File: src/rtl/serial_subtractor_pkg.sv
// Shared definitions for the bit-serial subtractor: FSM state encoding and default width.
package serial_subtractor_pkg;

  localparam int unsigned N_DEFAULT = 4;

  typedef enum logic [1:0] {
    IDLE  = 2'd0,
    SHIFT = 2'd1,
    DONE  = 2'd2
  } state_t;

endpackage : serial_subtractor_pkg

File: src/rtl/serial_subtractor_full_subtractor.sv
// 1-bit full subtractor cell: computes a - b - bin.
// Ports: a (minuend bit), b (subtrahend bit), bin (borrow in),
//        d (difference bit), bout (borrow out).
module full_subtractor (
  input  logic a,
  input  logic b,
  input  logic bin,
  output logic d,
  output logic bout
);

  assign d    = a ^ b ^ bin;
  assign bout = (~a & b) | (~a & bin) | (b & bin);

endmodule : full_subtractor

File: src/rtl/serial_subtractor.sv
// Bit-serial subtractor: recovers Y = Z - X one bit per clock, LSB first,
// and flags err when the difference is negative or does not fit in N bits.
// Ports: clk, rst (sync, active-high), start (accepted in IDLE only),
//        Z (N+1-bit minuend), X (N-bit subtrahend), Y (N-bit result),
//        err (out-of-range flag), busy (high in SHIFT), done (1-cycle pulse).
module serial_subtractor
  import serial_subtractor_pkg::*;
#(
  parameter int unsigned N = N_DEFAULT
) (
  input  logic         clk,
  input  logic         rst,
  input  logic         start,
  input  logic [N:0]   Z,
  input  logic [N-1:0] X,
  output logic [N-1:0] Y,
  output logic         err,
  output logic         busy,
  output logic         done
);

  localparam int unsigned CW = $clog2(N + 1);

  state_t        state;
  state_t        state_next;
  logic [N:0]    a_sr;
  logic [N:0]    b_sr;
  logic [N:0]    result;
  logic [N:0]    result_next;
  logic          borrow;
  logic [CW-1:0] cnt;
  logic          diff_bit;
  logic          borrow_out;
  logic          accept;
  logic          last_bit;

  // Single borrow cell, fed from the LSB of both operand shift registers.
  full_subtractor u_fs (
    .a    (a_sr[0]),
    .b    (b_sr[0]),
    .bin  (borrow),
    .d    (diff_bit),
    .bout (borrow_out)
  );

  // State register.
  always_ff @(posedge clk) begin
    if (rst) begin
      state <= IDLE;
    end else begin
      state <= state_next;
    end
  end

  // Next-state logic; SHIFT runs for exactly N+1 edges.
  always_comb begin
    state_next  = state;
    accept      = 1'b0;
    last_bit    = 1'b0;
    result_next = {diff_bit, result[N:1]};
    case (state)
      IDLE: begin
        if (start) begin
          accept     = 1'b1;
          state_next = SHIFT;
        end
      end
      SHIFT: begin
        if (cnt == CW'(N)) begin
          last_bit   = 1'b1;
          state_next = DONE;
        end
      end
      DONE:    state_next = IDLE;
      default: state_next = IDLE;
    endcase
  end

  // Datapath and registered outputs.
  always_ff @(posedge clk) begin
    if (rst) begin
      a_sr   <= '0;
      b_sr   <= '0;
      result <= '0;
      borrow <= 1'b0;
      cnt    <= '0;
      Y      <= '0;
      err    <= 1'b0;
      busy   <= 1'b0;
      done   <= 1'b0;
    end else begin
      busy <= (state_next == SHIFT);
      done <= (state_next == DONE);
      if (accept) begin
        a_sr   <= Z;
        b_sr   <= {1'b0, X};
        result <= '0;
        borrow <= 1'b0;
        cnt    <= '0;
      end else if (state == SHIFT) begin
        a_sr   <= a_sr >> 1;
        b_sr   <= b_sr >> 1;
        result <= result_next;
        borrow <= borrow_out;
        cnt    <= cnt + CW'(1);
        // Outputs update only as the last bit lands, so they hold across a later SHIFT.
        if (last_bit) begin
          Y   <= result_next[N-1:0];
          err <= borrow_out | result_next[N];
        end
      end
    end
  end

endmodule : serial_subtractor

File: config.mk
export PLATFORM = sky130hd
export DESIGN_NAME = serial_subtractor
export DESIGN_NICKNAME = d
export VERILOG_FILES = /design/src/rtl/serial_subtractor_pkg.sv /design/src/rtl/serial_subtractor_full_subtractor.sv /design/src/rtl/serial_subtractor.sv
export SDC_FILE = /design/constraint.sdc
export NUM_CORES = 1
export LEC_CHECK = 0
export BUFFER_PORTS_ARGS = -buffer_cell sky130_fd_sc_hd__clkbuf_2
export CAP_MARGIN = 20
export CORE_ASPECT_RATIO = 0.75
export CORE_MARGIN = 10
export CORE_UTILIZATION = 39
export CTS_CLUSTER_SIZE = 16
export DETAILED_ROUTE_END_ITERATION = 6
export MAX_ROUTING_LAYER = met4
export PLACE_DENSITY = 0.69
export REMOVE_ABC_BUFFERS = 1
export SKIP_CTS_REPAIR_TIMING = 1
export SYNTH_ARGS = -nofsm -noshare
export SYNTH_HDL_FRONTEND = slang
export SYNTH_SLANG_ARGS = --single-unit
File: constraint.sdc
create_clock -name clk -period 1.8 [get_ports clk]
set_input_delay 0.45 -clock clk [delete_from_list [all_inputs] [get_ports clk]]
set_output_delay 0.45 -clock clk [all_outputs]
set_load 0.005 [all_outputs]
# == Yosys cells after proc, flatten, opt, wreduce, memory -nomap -nowiden ==
# Cells that the tools add are included.
# totals
reg_bits,27
out_inout_bits,7
wordCells,40
# classes
add_sub_neg,1
n_eq_ne,4
n_mux,11
bitwise,10
reduce_logical,4
# op_table
op,n
$mux W5,2
$mux W4,2
$eq A2 B1 Y1 const B,2
$mux W1,4
$mux W2,2
$pmux W2 S2,1
$add A3 B1 Y3 const B,1
$and A1 B1 Y1,3
$eq A3 B3 Y1 const B,1
$or A1 B1 Y1,3
$reduce_and A3 Y1,1
$eq A2 B2 Y1 const B,1
$logic_not A2 Y1,1
$not A1 Y1,2
$reduce_bool A2 Y1,1
$reduce_or A2 Y1,1
$xor A1 B1 Y1,2

# == Depth between registers and ports, before layout ==
# depth
word_depth,5
mapped_depth,5

# == Modules after synthesis ==
# A second synthesis with hierarchy kept.
# unflattened
cells_unflattened,125
area_unflattened_um2,1124.8
# modules_own_cells
mod,instances,cells_each,area_each_um2
serial_subtractor,1,122,1097.3
full_subtractor,1,3,27.5

# == Worst setup path after synthesis ==
# Ideal clock, no wire load.
# synth_path
path_type,register to register
start,register borrow
end,register err
setup_ps,127
arrival_ps,1110
required_ps,1673
path_slack_ps,564
stages_incl_launch_ff,5
synth_period_minus_slack_ps,1236
path_cell_list,dfxtp_1 > fa_1 > inv_1 > nor3_1 > nor3_2
# synth_between
elab_chain_len,4
elab_cells_between_ends,6
# synth_rtl
item,line_no,rtl
"start, declared",serial_subtractor.sv:30,logic borrow;
"start signal, assigned",serial_subtractor.sv:104,borrow <= borrow_out;
$and A1 B1 Y1,serial_subtractor_full_subtractor.sv:13,assign bout = (~a & b) | (~a & bin) | (b & bin);
$or A1 B1 Y1 (2 in series),serial_subtractor_full_subtractor.sv:13,
$or A1 B1 Y1 *,serial_subtractor.sv:109,err <= borrow_out | result_next[N];
"end signal, assigned",serial_subtractor.sv:109,
"end, declared",serial_subtractor.sv:17,"output logic err,"
# Every way passes the cells marked *; elsewhere a longest branch is shown, timed or not.
# A chain may end at the register's enable or synchronous reset.

# == Worst setup path after layout ==
# layout_path
start,register cnt[0]
end,register Y[1]
# layout_between
elab_chain_len,4
# layout_rtl
item,line_no,rtl
"start, declared",serial_subtractor.sv:31,logic [CW-1:0] cnt;
"start signal, assigned",serial_subtractor.sv:105,cnt <= cnt + CW'(1);
$eq A3 B3 Y1,serial_subtractor.sv:69,if (cnt == CW'(N)) begin
$mux W1,serial_subtractor.sv:69,
$mux W1,serial_subtractor.sv:61,case (state)
$reduce_and A3 Y1 (no line),--,
"end signal, assigned",serial_subtractor.sv:108,Y <= result_next[N-1:0];
"end, declared",serial_subtractor.sv:16,"output logic [N-1:0] Y,"
# Every way passes these cells.

==> impl_metrics.toml <==
[cells_and_area]
areaGrowthSynthToFinish_pct = 15.9
layout.nets = 143
mostFrequentLayoutCells = "dfxtp_1, nor2_1, clkbuf_2"
antenna_cells = 0
final_common_cell = "dfxtp_1"
fillers = 248
drive_gt1_share_pct = 23.6

[timing]
tns_ps = 0
finClkSkew_ps = 2.62
worst_pin_slew_ps = 524
rsz0062_at_grt = "no"
fmax_mhz = 728
slew_viol_final = 0
fin_crit_sh_pct = 76.4
period_needed_ps = 1370
hold_viol = 0
max_slew_margin_pct = 65.0
setup_violations = 0

[setup_path]
crit_family = "simple AND/OR/NAND/NOR gates"
cp_max_fo = 8
path_class = "reg2reg"
cp.required_ps = 1940
crit_path_cell_trace = "inv_1, ha_1, nand4b_2, mux2i_1, nor2_1"
cp_slowest_stage_delay_ps = 320
crit_buf_inv = 1
crit_slowest_cell = "dfxtp_1"
worstPathArrival_ps = 1510
cp-end-kind = "flop"
startpoint_type = "flop"

[floorplan]
row_count = 16
die_w_um = 80.5
ioPinCount = 19
dieArea_sq_um = 5260
start_util_pct = 40.8
coreArea_sq_um = 2620
die_y_um = 65.4

[pwr]
power.internal_w = 0.000847
power.leakage_nw = 0.567
pwr-share-clk_pct = 33.6
irDropWorstVdd_v = 0.000288
sw_frac_of_total_pct = 23.1
powerDensity_nw_per_um2 = 887
p_seq_share_pct = 56.0
total_power_w = 0.00110
p_comb_share_pct = 10.4
power.switching_w = 0.000254

[drt]
drc = 0
dr.first_iter.drc_count = 113
ant_nets = 0
routedWlPerCell_um = 12.9
routed_wl_um = 2110
vias = 814
drt_pass1_iterations = 4
viasPerCell = 4.99

[synth]
syn-instance-count = 109
yosysWarnings = 0
syn_avg_cell_area_sq_um = 9.83
synthArstFlopShare_pct = 0
synth_area_sq_um = 1070
ys_seq_area_share_pct = 48.6
synth_ff_type = "dfxtp_1"
ys_seq_elements = 26
ys_types = 29
synth_area_leaders = "dfxtp_1, nor2_1, a22oi_1, mux2i_1, a211oi_1"
synth_edf_count = 0
synth_top_area_cell = "dfxtp_1"
synth_top_cell_area_share_pct = 48.6

[global_routing]
grt_pass1_vias = 786
grt_pass1_wl_um = 3620
grt_overflow = 0
antenna_found_initial = 0
grt_use_total_pct = 8.85
grt_max_degree = 27

[cts]
cts_max_path_buffers = 2
cts_tree = "done"
cts_buffers = 3
cts.sinks = 26
root_buffer = "clkbuf_8"
htreeDepth = 1
clk_latency_ps = 260
clk_pin_slew_ps = 90

[placement]
io_buffer_count = 18
dpl.hpwl_um = 1550
gp_congestion = 0.718

[status]
status = "finished, final reports clean"

[min_path]
min_path_type = "in2reg"

[job]
max_cap_viol_count = 0
==> flip-flops by register name (all words and copies together) (netlist names) <==
signal / cells
done: 1
result: 4
cnt: 3
b_sr: 4
err: 1
Y: 4
a_sr: 5
borrow: 1
busy: 1
state: 2
==> layout make-up <==
type	count	area (sq um)	area share (%)
clock buffers	4	55.1	4.44
inverters	6	22.5	1.81
multi-input cells	71	493	39.7
flip-flops and latches	26	520	41.9
well taps	36	45.0	3.63
repair buffers	20	105	8.47
==> power by group through the flow <==
stage	combinational [W]	sequential, W	clock, W
5_1_grt	0.000132	0.000620	0.000408
4_1_cts	0.000115	0.000617	0.000381
6_report	0.000115	0.000616	0.000370
3_3_place_gp	0.000111	0.000629	0
3_5_place_dp	0.000114	0.000630	0
2_1_floorplan	0.0000692	0.000628	0
==> per-layer routing <==
metal / global-route usage (%) / wire length (um) / vias up / share of wire (%)
met5: - / 0 / - / 0
li1: - / - / 421 / -
met4: 5.92 / 63 / 0 / 3.0
met3: 1.36 / 42 / 6 / 2.0
met1: 10.3 / 940 / 377 / 45
met2: 13.8 / 1060 / 10 / 50
==> cell families after synthesis <==
family,after synthesis,synth area share [%]
and+or+nand+nor,35,16.4
AOI/OAI and AO/OA,28,20.8
DFF,26,48.6
buffers and inverters,12,5.37
muxes,5,4.67
adders and majority gates,3,4.21
==> metrics by stage <==
step	hold WS, ps	util, %	worst slack [ps]	std cells	cell area, sq um
4_1_cts	421	47.3	416	163	1240
6_report	421	47.3	426	163	1240
3_5_place_dp	488	45.2	437	159	1190
5_1_grt	430	47.3	276	163	1240
3_3_place_gp	480	45.2	448	159	1190
2_1_floorplan	461	-	571	103	1040
==> synthesized netlist by cell type (2+ instances only) <==
cell and number:
dfxtp_1 26, inv_1 5, nor3b_1 2, ha_1 2
nor2_1 25, o2bb2ai_1 4, a22oi_1 8, o22ai_1 3
nor2b_1 2, a211oi_1 6, mux2i_1 5, a311oi_1 2
clkbuf_1 3
==> worst paths after layout <==
| path | from | to | slack, ps | depth (start not counted) |
|---|---|---|---|---|
| min reg2reg | Y[2] | Y[2] | 500 | 2 |
| max reg2reg | cnt[0] | Y[1] | 430 | 5 |
| max | cnt[0] | Y[1] | 430 | 5 |
| min | X[3] | b_sr[3] | 420 | 3 |
==> worst register-to-register path: cells and delay by family (launching register included) <==
family	cells	cell delay, ps
simple gates	2	360
flops	1	320
mux	1	290
fa+ha+maj	1	200
buf+inv	1	80
No activity file was read; power rests on OpenSTA's default activity.
